## src/rtl/my_segment.sv

```systemverilog
// my_segment: registered 7-segment decoder with load strobe, blanking,
// decimal point and an error flag for codes that cannot be shown.
// Output registers hold the physical (polarity-adjusted) drive, so no
// logic sits between the flops and the pins.
module my_segment #(
  parameter bit ACTIVE_LOW = 1'b1,
  parameter bit HEX_EN     = 1'b0
) (
  input  logic       clk,
  input  logic       rst_n,
  input  logic       en,
  input  logic [3:0] digit,
  input  logic       blank,
  input  logic       dp_in,
  output logic [6:0] seg,
  output logic       dp,
  output logic       err
);

  // XOR mask turning logical (high-true) values into pin polarity
  localparam logic [6:0] SEG_POL = ACTIVE_LOW ? 7'h7F : 7'h00;
  localparam logic       DP_POL  = ACTIVE_LOW ? 1'b1 : 1'b0;

  logic [6:0] seg_q, seg_d;
  logic       dp_q, dp_d;
  logic       err_q, err_d;

  // Decode a code to {err, g..a}; hex letters only when enabled
  function automatic logic [7:0] decode_code(input logic [3:0] code,
                                             input logic       hex_en);
    logic [7:0] res;
    case (code)
      4'd0:    res = {1'b0, 7'h3F};
      4'd1:    res = {1'b0, 7'h06};
      4'd2:    res = {1'b0, 7'h5B};
      4'd3:    res = {1'b0, 7'h4F};
      4'd4:    res = {1'b0, 7'h66};
      4'd5:    res = {1'b0, 7'h6D};
      4'd6:    res = {1'b0, 7'h7D};
      4'd7:    res = {1'b0, 7'h07};
      4'd8:    res = {1'b0, 7'h7F};
      4'd9:    res = {1'b0, 7'h6F};
      4'd10:   res = hex_en ? {1'b0, 7'h77} : {1'b1, 7'h00};
      4'd11:   res = hex_en ? {1'b0, 7'h7C} : {1'b1, 7'h00};
      4'd12:   res = hex_en ? {1'b0, 7'h39} : {1'b1, 7'h00};
      4'd13:   res = hex_en ? {1'b0, 7'h5E} : {1'b1, 7'h00};
      4'd14:   res = hex_en ? {1'b0, 7'h79} : {1'b1, 7'h00};
      4'd15:   res = hex_en ? {1'b0, 7'h71} : {1'b1, 7'h00};
      default: res = {1'b1, 7'h00};
    endcase
    return res;
  endfunction

  logic [7:0] dec_s;

  // Next-state: hold unless loading; blank overrides digit and dp_in
  always_comb begin
    seg_d = seg_q;
    dp_d  = dp_q;
    err_d = err_q;
    dec_s = decode_code(digit, HEX_EN);
    if (en) begin
      if (blank) begin
        seg_d = SEG_POL;
        dp_d  = DP_POL;
        err_d = 1'b0;
      end else begin
        seg_d = dec_s[6:0] ^ SEG_POL;
        dp_d  = dp_in ^ DP_POL;
        err_d = dec_s[7];
      end
    end else begin
      seg_d = seg_q;
      dp_d  = dp_q;
      err_d = err_q;
    end
  end

  // Output registers; synchronous reset darkens the display and wins over en
  always_ff @(posedge clk) begin
    if (!rst_n) begin
      seg_q <= SEG_POL;
      dp_q  <= DP_POL;
      err_q <= 1'b0;
    end else begin
      seg_q <= seg_d;
      dp_q  <= dp_d;
      err_q <= err_d;
    end
  end

  assign seg = seg_q;
  assign dp  = dp_q;
  assign err = err_q;

endmodule

```

## config.mk

```make
export PLATFORM = sky130hd
export DESIGN_NAME = my_segment
export DESIGN_NICKNAME = d
export VERILOG_FILES = /design/src/rtl/my_segment.sv
export SDC_FILE = /design/constraint.sdc
export NUM_CORES = 1
export LEC_CHECK = 0
export CAP_MARGIN = 20
export CORE_MARGIN = 3
export CORE_UTILIZATION = 33
export DETAILED_ROUTE_END_ITERATION = 7
export PLACE_DENSITY_LB_ADDON = 0.1
export RECOVER_POWER = 50
export SKIP_CTS_REPAIR_TIMING = 1
export SLEW_MARGIN = 40
export SYNTH_ARGS = -nofsm -noshare
export SYNTH_HDL_FRONTEND = slang
export SYNTH_SLANG_ARGS = --single-unit
```

## constraint.sdc

```tcl
create_clock -name clk -period 1.94 [get_ports clk]
set_clock_uncertainty 0.1 [all_clocks]
set_input_delay 0.194 -clock clk [delete_from_list [all_inputs] [get_ports clk]]
set_output_delay 0.194 -clock clk [all_outputs]
set_load 0.03 [all_outputs]
```

After elaboration in Yosys (flattened, before gate mapping)
Memories as Yosys holds them, arrays and structs flattened.
Index checks and enable logic that the tools add are counted.
{"block": "classes", "muxes": 3, "n_bitwise": 2}
{"cell": "7-bit 2-to-1 mux", "n": 1}
{"cell": "7-bit NOT", "n": 1}
{"cell": "1-bit 2-to-1 mux", "n": 2}
{"cell": "1-bit NOT", "n": 1}
{"block": "totals", "reg_bits": 9, "rom_bits": 128, "output_inout_bits": 9, "n_memories": 1}
{"name": "(no name shown)", "words": 16, "width": 8, "rd": 1, "rd_ports_with_merged_regs": 0, "write_ports": 0, "line": "32", "rtl": "case (code)"}

Logic depth before layout (Yosys ltp)
An unclocked memory read counts as a cell.
{"block": "depth", "depth_word": 3, "ltp_mapped": 5, "depth_no_buf": 5}

Worst setup path before layout
Ideal clock, no wire load.
{"block": "synth_timing", "path_type": "input port to flip-flop", "from": "input port digit[1]", "to": "register seg_q[0], in the netlist seg[0]", "setup_ns": 0.120, "arrival_ns": 0.912, "required_ns": 1.720, "setup_slack_ns": 0.808, "path_stages": 5, "path_buffers": 0, "cell_sequence": "inv_1 -> ha_1 -> or2_0 -> a211oi_2 -> nor2_1"}
{"block": "synth_between", "elab_chain_cells": 3}
{"element": "start, declared", "line": "12", "rtl": "input logic [3:0] digit,"}
{"element": "memory read 16 x 8 bit"}
{"element": "7-bit NOT (no source line)"}
{"element": "7-bit 2-to-1 mux", "line": "63", "rtl": "if (blank) begin"}
{"element": "end signal, assigned", "line": "86", "rtl": "seg_q <= seg_d;"}
{"element": "end, declared", "line": "24", "rtl": "logic [6:0] seg_q, seg_d;"}
Every way passes these cells.
A chain may end at the register's enable or synchronous reset.

Worst setup path after layout
{"block": "layout_timing", "from": "register seg_q[3], in the netlist seg[3]", "to": "output port seg[3]"}
{"element": "end, declared", "line": "15", "rtl": "output logic [6:0] seg,"}
No word-level cell between the ends.

==> reports/metrics.csv <==
metric;value;unit
status;complete, no violations;
grt-busiest-layer;met2;
cp_data_required_time;1650;ps
synth_top_cell_by_area;sky130_fd_sc_hd__dfxtp_1;
fillCellCount;147;
post-route-min-period;1570;ps
postRouteWirelength;1100;um
worstSetupEndpointType;output port;
synth-edff-count;0;
cap_violations;0;
drive_gt1_frac;0.0625;
power.density_cell_area;603;nW/um^2
synth_area_leaders;sky130_fd_sc_hd__dfxtp_1, sky130_fd_sc_hd__ha_1, sky130_fd_sc_hd__nand2b_1, sky130_fd_sc_hd__nor2_1, sky130_fd_sc_hd__o32ai_2;
drtAntennaViolNets;0;
combinationalPowerShare;0.214;
grt_util_met3;0.0356;
crit_path_top_delay_cell;sky130_fd_sc_hd__clkdlybuf4s50_1;
gpl.final_weighted_congestion;0.791;
crit_buf_inv;1;
grt_use_met1;0.154;
path_clk_slew;60;ps
syn-num-nets;74;
grt_usage;0.123;
power.share.sequential;0.450;
worstSetupStartpointType;flop;
viasPerCell;4.80;
hold_path.class;flop to flop;
avgRoutedWirePerCell;11.5;um
critical_path.max_fanout;2;
antenna_violations_before_repair;0;
worstPathCellList;clkdlybuf4s50_1;
worst_slew_pin_slew;328;ps
die_height;46.0;um
grt_pass1_wl;1790;um
tritoncts.num_buffers;3;
most-common-layout-cells;sky130_fd_sc_hd__clkdlybuf4s50_1, sky130_fd_sc_hd__nor2_1, sky130_fd_sc_hd__dfxtp_1;
cts-root-buf;sky130_fd_sc_hd__clkbuf_4;
numClockSinks;9;
grt_setup_unrepaired;false;
total_leakage_power;0.279;nW
synthCells;60;
remaining_drc_errors;0;
start_util;0.378;
netSwitchingFraction;0.276;
cell_internal_pwr;316;uW
share_clk_of_total_power;0.336;
tritoncts;built;
critical-path-top-delay-family;buffers and inverters;
fin_util;0.517;
ctsHtreeMaxLevel;1;
worstSkewPairLatency;260;ps
power_switching;120;uW
rows;13;
final_min_period_over_clock_period;0.809;
yosysWarnings;0;
pre_cts_slack;216;ps
synthesis.area_per_instance;8.82;sq um
ctsLongestPathBuffers;2;
slew_viol_final;0;
die_width;46.0;um
antennaDiodeCount;0;
grt-ovfl-total;0;
design.die.area;2120;sq um
achievable-frequency;0.637;GHz
yosys.area.top_type_share;0.340;
primary_ff_master_synth;sky130_fd_sc_hd__dfxtp_1;
synth_async_sr_flop_share;0;
setup-violations-final;0;
synth-seq-area-share;0.340;
path_class;flop to output port;
grtUsageMet2;0.179;
core-area;1400;sq um
num_vias;456;
postSynthRegisterBits;9;
timing.final.ws_setup;371;ps
synth.distinct_cells;24;
syn-cell-area;529;sq um
place.detailed.hpwl;880;um
numPortBuffers;17;
worst_path_largest_cell_delay;670;ps
tns;0;ps
most_frequent_standard_cell_in_the_layout_excluding_fill_and_tap_cells;sky130_fd_sc_hd__clkdlybuf4s50_1;
detailedRoute.firstIterationViolations;0;
finalHoldViolations;0;
design.portCount;18;
timing.max_slew.rel_slack;0.781;
design_power_total;436;uW
dr.pass1.iters;1;
first_global_vias;412;
crit_arrival;1280;ps
fin_worst_hold_slack;386;ps
grt_start_max_net_pins;12;
area_growth;36.6;%
net_count_final;95;
worst_vdd_rail_ir_drop;0.215;mV
[cell usage after synthesis, types with 2 or more instances]
| library cell | count |
|---|---|
| sky130_fd_sc_hd__nor2_1 | 9 |
| sky130_fd_sc_hd__dfxtp_1 | 9 |
| sky130_fd_sc_hd__nor3_1 | 3 |
| sky130_fd_sc_hd__a211oi_1 | 2 |
| sky130_fd_sc_hd__o21ai_1 | 3 |
| sky130_fd_sc_hd__a21boi_1 | 2 |
| sky130_fd_sc_hd__nand2b_1 | 8 |
| sky130_fd_sc_hd__inv_1 | 3 |
| sky130_fd_sc_hd__o21ai_0 | 2 |
| sky130_fd_sc_hd__ha_1 | 5 |
[metrics by stage]
| stage | area, sq um | cells |
|---|---|---|
| global route | 723 | 95 |
| floorplan | 529 | 60 |
| finish | 723 | 95 |
| detailed placement | 709 | 91 |
| CTS | 736 | 95 |
| global placement | 709 | 91 |
[layout make-up]
cell class,instances,area (sq um),area share
clock buffers,4,26.3,0.0363
inverters,3,11.3,0.0156
repair buffers,18,174,0.240
well taps,15,18.8,0.0260
flip-flops and latches,9,180,0.249
multi-input cells,46,313,0.433
[per-layer routing]
metal,routed length (um),part of all wire,up-vias
met5,0,0,-
met4,31,0.028,0
met3,49,0.045,4
met2,457,0.42,12
met1,557,0.51,195
li1,-,-,245
[worst paths after layout]
kind	startpoint	end	slack [ps]	cells after the start
setup / recovery	seg[3]$_SDFFE_PN1P_	seg[3]	370	1
hold / removal	err$_SDFFE_PN0P_	err$_SDFFE_PN0P_	390	2
setup reg to reg	seg[3]$_SDFFE_PN1P_	seg[3]$_SDFFE_PN1P_	1120	2
hold reg to reg	err$_SDFFE_PN0P_	err$_SDFFE_PN0P_	390	2
[flip-flops by register name, indices dropped and copies added (netlist names)]
signal and cells:
err 1, seg 7, dp 1
[power by group through the flow]
| stage | registers [mW] | clock network [mW] | logic (mW) |
|---|---|---|---|
| floorplan | 0.215 | 0 | 0.0386 |
| global placement | 0.200 | 0 | 0.0973 |
| detailed placement | 0.201 | 0 | 0.0974 |
| CTS | 0.196 | 0.155 | 0.0979 |
| global route | 0.197 | 0.162 | 0.101 |
| finish | 0.196 | 0.146 | 0.0933 |
[tightest hold or removal path, stage by stage (launching register included)]
cell and delay [ps]:
sky130_fd_sc_hd__dfxtp_1 310, sky130_fd_sc_hd__nand2b_1 60, sky130_fd_sc_hd__a21boi_0 70
[cell families (layout without fill, tap and decap cells)]
kind of cell | count (synthesis) | in the layout | synth area share
buffers and inverters | 5 | 25 | 0.0520
and+or+nand+nor | 26 | 26 | 0.272
adders and majority gates | 5 | 5 | 0.118
DFF | 9 | 9 | 0.340
xor gates and xnor gates | 1 | 1 | 0.0166
AOI/OAI and AO/OA | 14 | 14 | 0.201
No activity file was read; power rests on OpenSTA's default activity.
